===== src/rtl/alu_share_ctrl.sv =====
// Two-requester front end for a shared combinational ALU: arbitrates, registers
// operands for one execute cycle, and holds the captured result behind a valid/ready port.
module alu_share_ctrl #(
  parameter int unsigned WIDTH = 32,
  parameter bit          RR_EN = 1'b1
) (
  input  logic             clk,
  input  logic             reset,
  input  logic             r0_valid,
  output logic             r0_ready,
  input  logic [2:0]       r0_op,
  input  logic [WIDTH-1:0] r0_a,
  input  logic [WIDTH-1:0] r0_b,
  input  logic             r1_valid,
  output logic             r1_ready,
  input  logic [2:0]       r1_op,
  input  logic [WIDTH-1:0] r1_a,
  input  logic [WIDTH-1:0] r1_b,
  output logic [WIDTH-1:0] alu_a,
  output logic [WIDTH-1:0] alu_b,
  output logic [2:0]       alu_gin,
  input  logic [WIDTH-1:0] alu_sum,
  input  logic             alu_zout,
  input  logic             alu_nout,
  output logic             rsp_valid,
  input  logic             rsp_ready,
  output logic             rsp_id,
  output logic [WIDTH-1:0] rsp_sum,
  output logic             rsp_zout,
  output logic             rsp_nout,
  output logic             rsp_err
);

  typedef enum logic [1:0] {IDLE, EXEC, RESP} state_t;

  state_t           state_q, state_d;
  logic             last_q, last_d;
  logic [WIDTH-1:0] alu_a_q, alu_a_d, alu_b_q, alu_b_d;
  logic [2:0]       alu_gin_q, alu_gin_d;
  logic             id_q, id_d;
  logic [WIDTH-1:0] sum_q, sum_d;
  logic             z_q, z_d, n_q, n_d, err_q, err_d;

  logic win;
  logic accept;
  logic illegal;

  always_comb begin
    win = 1'b0;
    if (r0_valid && r1_valid) win = RR_EN ? ~last_q : 1'b0;
    else if (r1_valid)        win = 1'b1;
  end

  // Grant is gated by reset so no handshake can be reported for an op that is dropped.
  assign accept   = !reset && (r0_valid || r1_valid) &&
                    ((state_q == IDLE) || (state_q == RESP && rsp_ready));
  assign r0_ready = accept && !win;
  assign r1_ready = accept && win;
  assign illegal  = (alu_gin_q == 3'b011) || (alu_gin_q == 3'b101);

  always_comb begin
    state_d   = state_q;
    last_d    = last_q;
    alu_a_d   = alu_a_q;
    alu_b_d   = alu_b_q;
    alu_gin_d = alu_gin_q;
    id_d      = id_q;
    sum_d     = sum_q;
    z_d       = z_q;
    n_d       = n_q;
    err_d     = err_q;
    case (state_q)
      IDLE:    if (accept) state_d = EXEC;
      EXEC:    state_d = RESP;
      RESP:    if (rsp_ready) state_d = accept ? EXEC : IDLE;
      default: state_d = IDLE;
    endcase
    if (accept) begin
      last_d    = win;
      id_d      = win;
      alu_a_d   = win ? r1_a  : r0_a;
      alu_b_d   = win ? r1_b  : r0_b;
      alu_gin_d = win ? r1_op : r0_op;
    end
    if (state_q == EXEC) begin
      sum_d = illegal ? '0   : alu_sum;
      z_d   = illegal ? 1'b0 : alu_zout;
      n_d   = illegal ? 1'b0 : alu_nout;
      err_d = illegal;
    end
  end

  always_ff @(posedge clk) begin
    if (reset) begin
      state_q   <= IDLE;
      last_q    <= 1'b1;
      alu_a_q   <= '0;
      alu_b_q   <= '0;
      alu_gin_q <= 3'b010;
      id_q      <= 1'b0;
      sum_q     <= '0;
      z_q       <= 1'b0;
      n_q       <= 1'b0;
      err_q     <= 1'b0;
    end else begin
      state_q   <= state_d;
      last_q    <= last_d;
      alu_a_q   <= alu_a_d;
      alu_b_q   <= alu_b_d;
      alu_gin_q <= alu_gin_d;
      id_q      <= id_d;
      sum_q     <= sum_d;
      z_q       <= z_d;
      n_q       <= n_d;
      err_q     <= err_d;
    end
  end

  assign alu_a     = alu_a_q;
  assign alu_b     = alu_b_q;
  assign alu_gin   = alu_gin_q;
  assign rsp_valid = (state_q == RESP);
  assign rsp_id    = id_q;
  assign rsp_sum   = sum_q;
  assign rsp_zout  = z_q;
  assign rsp_nout  = n_q;
  assign rsp_err   = err_q;

endmodule


===== config.mk =====
export PLATFORM = sky130hd
export DESIGN_NAME = alu_share_ctrl
export DESIGN_NICKNAME = d
export VERILOG_FILES = /design/src/rtl/alu_share_ctrl.sv
export SDC_FILE = /design/constraint.sdc
export NUM_CORES = 1
export LEC_CHECK = 0
export BUFFER_PORTS_ARGS = -buffer_cell sky130_fd_sc_hd__buf_2
export CAP_MARGIN = 20
export CORE_MARGIN = 2
export CORE_UTILIZATION = 44
export DETAILED_ROUTE_END_ITERATION = 8
export GPL_TIMING_DRIVEN = 0
export PLACE_DENSITY = 0.8
export SLEW_MARGIN = 40
export SYNTH_ARGS = -nofsm -noshare
export SYNTH_HDL_FRONTEND = slang
export SYNTH_SLANG_ARGS = --single-unit

===== constraint.sdc =====
create_clock -name clk -period 1.41 [get_ports clk]
set_input_delay 0 -clock clk [delete_from_list [all_inputs] [get_ports clk]]
set_output_delay 0 -clock clk [all_outputs]
set_load 0.02 [all_outputs]

After elaboration in Yosys (flattened, before gate mapping):

Cells that the tools add are included.

* bitwise logic cells: 1
* multiplexer cells: 12
* equal/unequal tests: 6
* reductions and logical operators: 13

Operator list (count)
* 2-to-1 mux 32 bit: 3
* logical AND 1 bit: 6
* case mux 2 bit (3 select lines): 1
* 2-to-1 mux 1 bit: 5
* 2-to-1 mux 2 bit: 2
* equality test 3 x 2 -> 1 bit, second input constant: 1
* equality test 3 bit, second input constant: 1
* logical OR 1 bit: 3
* 2-to-1 mux 3 bit: 1
* equality test 2 x 1 -> 1 bit, second input constant: 1
* equality test 2 bit, second input constant: 1
* zero test 1 bit: 2
* zero test 2 bit: 1
* != test 2 x 1 -> 1 bit, second input constant: 1
* != test 2 bit, second input constant: 1
* AND reduction 2 bit: 1
* NOT 1 bit: 1

* output and inout port bits: 106
* register bits after elaboration: 106
* input bits: 173
* word-level logic and storage cells: 42

Depth between registers and ports, before layout:

* depth in word-level cells: 7
* depth in mapped cells: 6
* depth with buffers taken out: 4

Worst setup path before layout:

Ideal clock, no wire load.

* path type: register -> register
* start: reg alu_gin_q[0] (netlist: alu_gin[0])
* end: reg sum_q[23] (netlist: rsp_sum[23])
* path buffers: 1
* library setup time: 121 ps
* period minus slack after synthesis: 1276 ps
* slack: 134 ps
* stages on the path, launching flop included: 5
* data required time: 1289 ps
* arrival: 1155 ps
* cells stage by stage: dfxtp_1 > clkinv_1 > clkbuf_1 > o2111ai_1 > a21oi_1

* cells in the longest elaborated chain, start to end: 3

Ends and longest elaborated chain
* start, declared: line 39 `logic [2:0] alu_gin_q, alu_gin_d;`
* start signal, assigned: line 110 `alu_gin_q <= alu_gin_d;`
* equality test 3 x 2 -> 1 bit or equality test 3 bit (tied branches): line 59 `assign illegal = (alu_gin_q == 3'b011) || (alu_gin_q == 3'b101);`
* logical OR 1 bit (*): line 59
* 2-to-1 mux 32 bit (*): line 86 `sum_d = illegal ? '0 : alu_sum;`
* end signal, assigned: line 112 `sum_q <= sum_d;`
* end, declared: line 41 `logic [WIDTH-1:0] sum_q, sum_d;`

Mark *: on every way between the ends. The rest lies on a longest branch, timed or not.
A chain may end at the register's enable or synchronous reset.

Worst setup path after layout:

* start: reg last_q
* end: out r1_ready

* cells in the longest elaborated chain, start to end: 3

Ends and longest elaborated chain
* start, declared: line 37 `logic last_q, last_d;`
* start signal, assigned: line 107 `last_q <= last_d;`
* NOT 1 bit: line 50 `if (r0_valid && r1_valid) win = RR_EN ? ~last_q : 1'b0;`
* 2-to-1 mux 1 bit: line 50
* logical AND 1 bit: line 58 `assign r1_ready = accept && win;`
* end, declared: line 15 `output logic r1_ready,`

Every way passes these cells.

==> flow_summary_export.csv <==
group,metric,value,unit
power_and_ir_drop,power.switching,2.57,mW
place,dpl_cell_area,6490,um2
timing,clock.fmax,0.691,GHz
min_path,whs_endpoint,"alu_a[8]",
routing,drc,0,
layout,fill_cells,770,
logic_synthesis,ys_warn_count,0,
layout,fin_area,7980,um2
clock_network,ctsLongestPathBuffers,2,
timing,slew_headroom,0.564,
logic_synthesis,synth_top_area_cell,"dfxtp_1",
grt,grt_first_pass_wirelength,28600,um
min_path,hold_start,"r1_a[8]",
timing,finalMaxSlewViolations,0,
logic_synthesis,synth.distinct_cells,31,
logic_synthesis,muxShareOfSynthArea,0.00406,
power_and_ir_drop,p_comb_frac,0.303,
place,placedCellCount,916,
timing,max_slew.worst_pin.slew,654,ps
layout,stdcell_count,1037,
critical_path,endpoint_kind,"output port",
logic_synthesis,synth_compound_area_frac,0.391,
layout,area_growth,61.8,%
layout,utilization,0.733,
logic_synthesis,synth_edf_count,0,
critical_path,reg2regPathDepth,6,
power_and_ir_drop,pwr_density_cell,1010,nW/um2
logic_synthesis,yosysTopAreaCellShare,0.430,
timing,hold_ws,9.77,ps
die,dieWidth,110,um
clock_network,cts_sinks,106,
power_and_ir_drop,netSwitchingFraction,0.319,
grt,grt_pass1_vias,6055,
logic_synthesis,synth-simple-area-share,0.0467,
grt,grt_use_total,0.305,
grt,grt_max_degree,17,
layout,antennaDiodeCount,0,
power_and_ir_drop,power.share.sequential,0.423,
layout,seqCellArea,2130,um2
routing,drt_iter0_drc,357,
timing,setup_ws,-37.5,ps
logic_synthesis,synth_fa_ha_area_frac,0,
timing,fin_crit_sh,1.03,
routing,wl,19000,um
die,chipHeight,110,um
layout,finalNetCount,1065,
timing,final_hold_viol_count,0,
grt,antenna_found_initial,0,
place,port_buffers,277,
logic_synthesis,synth_xor_area_frac,0.00330,
routing,antenna_left,0,
power_and_ir_drop,ir_worst_vdd,0.000520,V
timing,finalSetupViolCount,2,
power_and_ir_drop,p_total,8.04,mW
power_and_ir_drop,leakagePower,3.50,nW
critical_path,worstPathMaxFanout,6,
timing,fin_crit,1450,ps
clock_network,worstSkewPairLatency,380,ps
logic_synthesis,synthArstFlopShare,0,
critical_path,r2r_start,"last_q",
min_path,min_path_type,"in2reg",
routing,routedWlPerCell,18.3,um
logic_synthesis,synthTopCellsByCount,"106 x dfxtp_1, 69 x inv_1, 66 x o32ai_1",
layout,drive_gt1_frac,0.466,
critical_path,arrival,1450,ps
routing,vias,5917,
timing,skew,5.02,ps
power_and_ir_drop,intPower,5.48,mW
logic_synthesis,syn_area,4930,um2
logic_synthesis,syn_avg_cell_area,9.88,um2
run,maxCapViolations,0,
logic_synthesis,synth_cells,499,
power_and_ir_drop,pwr-share-clk,0.274,
clock_network,cts_made_buffers,9,
critical_path,rrSetupSlack,20,ps
logic_synthesis,ys_seq_area_frac,0.430,
critical_path,r2r-end,"alu_b[17]",
logic_synthesis,yosys-top-cells-area,"dfxtp_1 43%, a221oi_2 12%, o32ai_1 12%",
logic_synthesis,ys_seq_elements,106,
routing,firstDrtPassIters,5,
clock_network,h-tree-depth,3,
critical_path,cp.required,1410,ps
logic_synthesis,synth_fp_nets,672,
timing,rsz0062_at_grt,"true",
clock_network,cts.clk_slew.worst_paths,100,ps
run_status,status,"finished with violations",
die,fp.coreArea,10900,um2
clock_network,cts_tree,"done",
min_path,hold_path_depth,3,
critical_path,crit_type,"reg2out",
run_status,violations,"negative setup slack",
logic_synthesis,synthFlopType,"dfxtp_1",
die,start_util,0.453,
logic_synthesis,yosysMostFrequentCell,"dfxtp_1",
clock_network,clock-root-buffer,"clkbuf_8",
layout,multiInputGateArea,2280,um2
place,dpl.hpwl,12400,um
place,gp_congestion,0.863,
die,io_pins,279,
grt,overflow,0,
die,rows,38,
routing,viasPerCell,5.71,
die,dieArea,12100,um2
critical_path,start_kind,"flop",
logic_synthesis,synth_top_family_by_area,"compound AO/OA/AOI/OAI gates",
-- layer usage --
| layer | GRT usage | up-vias | wire length (um) |
|---|---|---|---|
| li1 | - | 2730 | - |
| met1 | 0.326 | 2798 | 7210 |
| met2 | 0.550 | 318 | 9800 |
| met3 | 0.0652 | 71 | 1180 |
| met4 | 0.171 | 0 | 827 |
| met5 | 0 | - | 0 |
-- registers in the layout, indices dropped and copies added (netlist names) --
register  flops
last_q        1
state_q       2
alu_gin       3
rsp_sum      32
rsp_nout      1
alu_a        32
rsp_zout      1
rsp_id        1
rsp_err       1
alu_b        32
-- critical path, cell delays in order (launching register included) --
cell and delay [ps]:
dfxtp_2 340, a21bo_1 170, buf_6 130, and4b_1 290, buf_6 140
-- placed cells by master (no fill, tap or decap), drive strengths merged --
cell	n
clkinvlp	2
xnor2	1
a21bo	1
and2	2
clkinv	2
a221oi	66
nand2	34
nor2b	2
and4b	1
dlygate4sd3	96
nor2	3
a211o	1
or2	1
mux2i	2
o21a	1
o21ba	1
clkbuf	36
nand3	1
inv	69
o2111ai	34
a21oi	36
bufinv	2
dfxtp	106
o32ai	66
buf	327
a31oi	1
nand2b	3
-- metrics by stage --
stage               setup TNS (ps)  worst slack (ps)
floorplan                        0               134
global placement              -382             -34.0
detailed placement           -2380             -91.2
CTS                          -92.8             -48.6
global route                  -592              -116
finish                       -64.1             -37.5
-- power by group through the flow --
stage | clock [mW] | sequential [mW] | combinational, mW
2_1_floorplan | 0 | 3.74 | 0.981
3_3_place_gp | 0 | 3.44 | 1.97
3_5_place_dp | 0 | 3.45 | 2.03
4_1_cts | 2.21 | 3.39 | 2.34
5_1_grt | 2.33 | 3.43 | 2.61
6_report | 2.20 | 3.40 | 2.44
-- logic make-up after synthesis --
kind of cell              count (synthesis)
AOI/OAI and AO/OA                       207
buffers and inverters                   136
DFF                                     106
and+or+nand+nor                          47
muxes                                     2
xor gates and xnor gates                  1
-- area by class of cell --
cell class,count,area share
multi-input cells,257,0.286
well taps,140,0.0220
flip-flops and latches,106,0.267
repair buffers,385,0.309
clock buffers,12,0.0207
plain buffers,62,0.0524
inverters,71,0.0342
clock inverters,4,0.00910
-- worst max-delay path by stage --
| stage | from | slack [ps] | end | depth (start not counted) |
|---|---|---|---|---|
| floorplan | alu_gin[0] | 130 | rsp_sum[23] | 4 |
| CTS | last_q | -50 | r1_ready | 4 |
| finish | last_q | -40 | r1_ready | 4 |
| global route | last_q | -120 | r1_ready | 4 |
| detailed placement | last_q | -90 | alu_b[8] | 5 |
| global placement | last_q | -30 | alu_b[29] | 5 |
-- repair_timing --
item | in CTS | in global routing
hold endpoints to repair | 95 | 0
setup endpoints to repair | 72 | 89
pin swaps | 2 | 4
resized for setup | 40 | 43
buffers inserted | 9 | 3
hold buffers | 96 | 0
(Power assumes the default switching activity.)
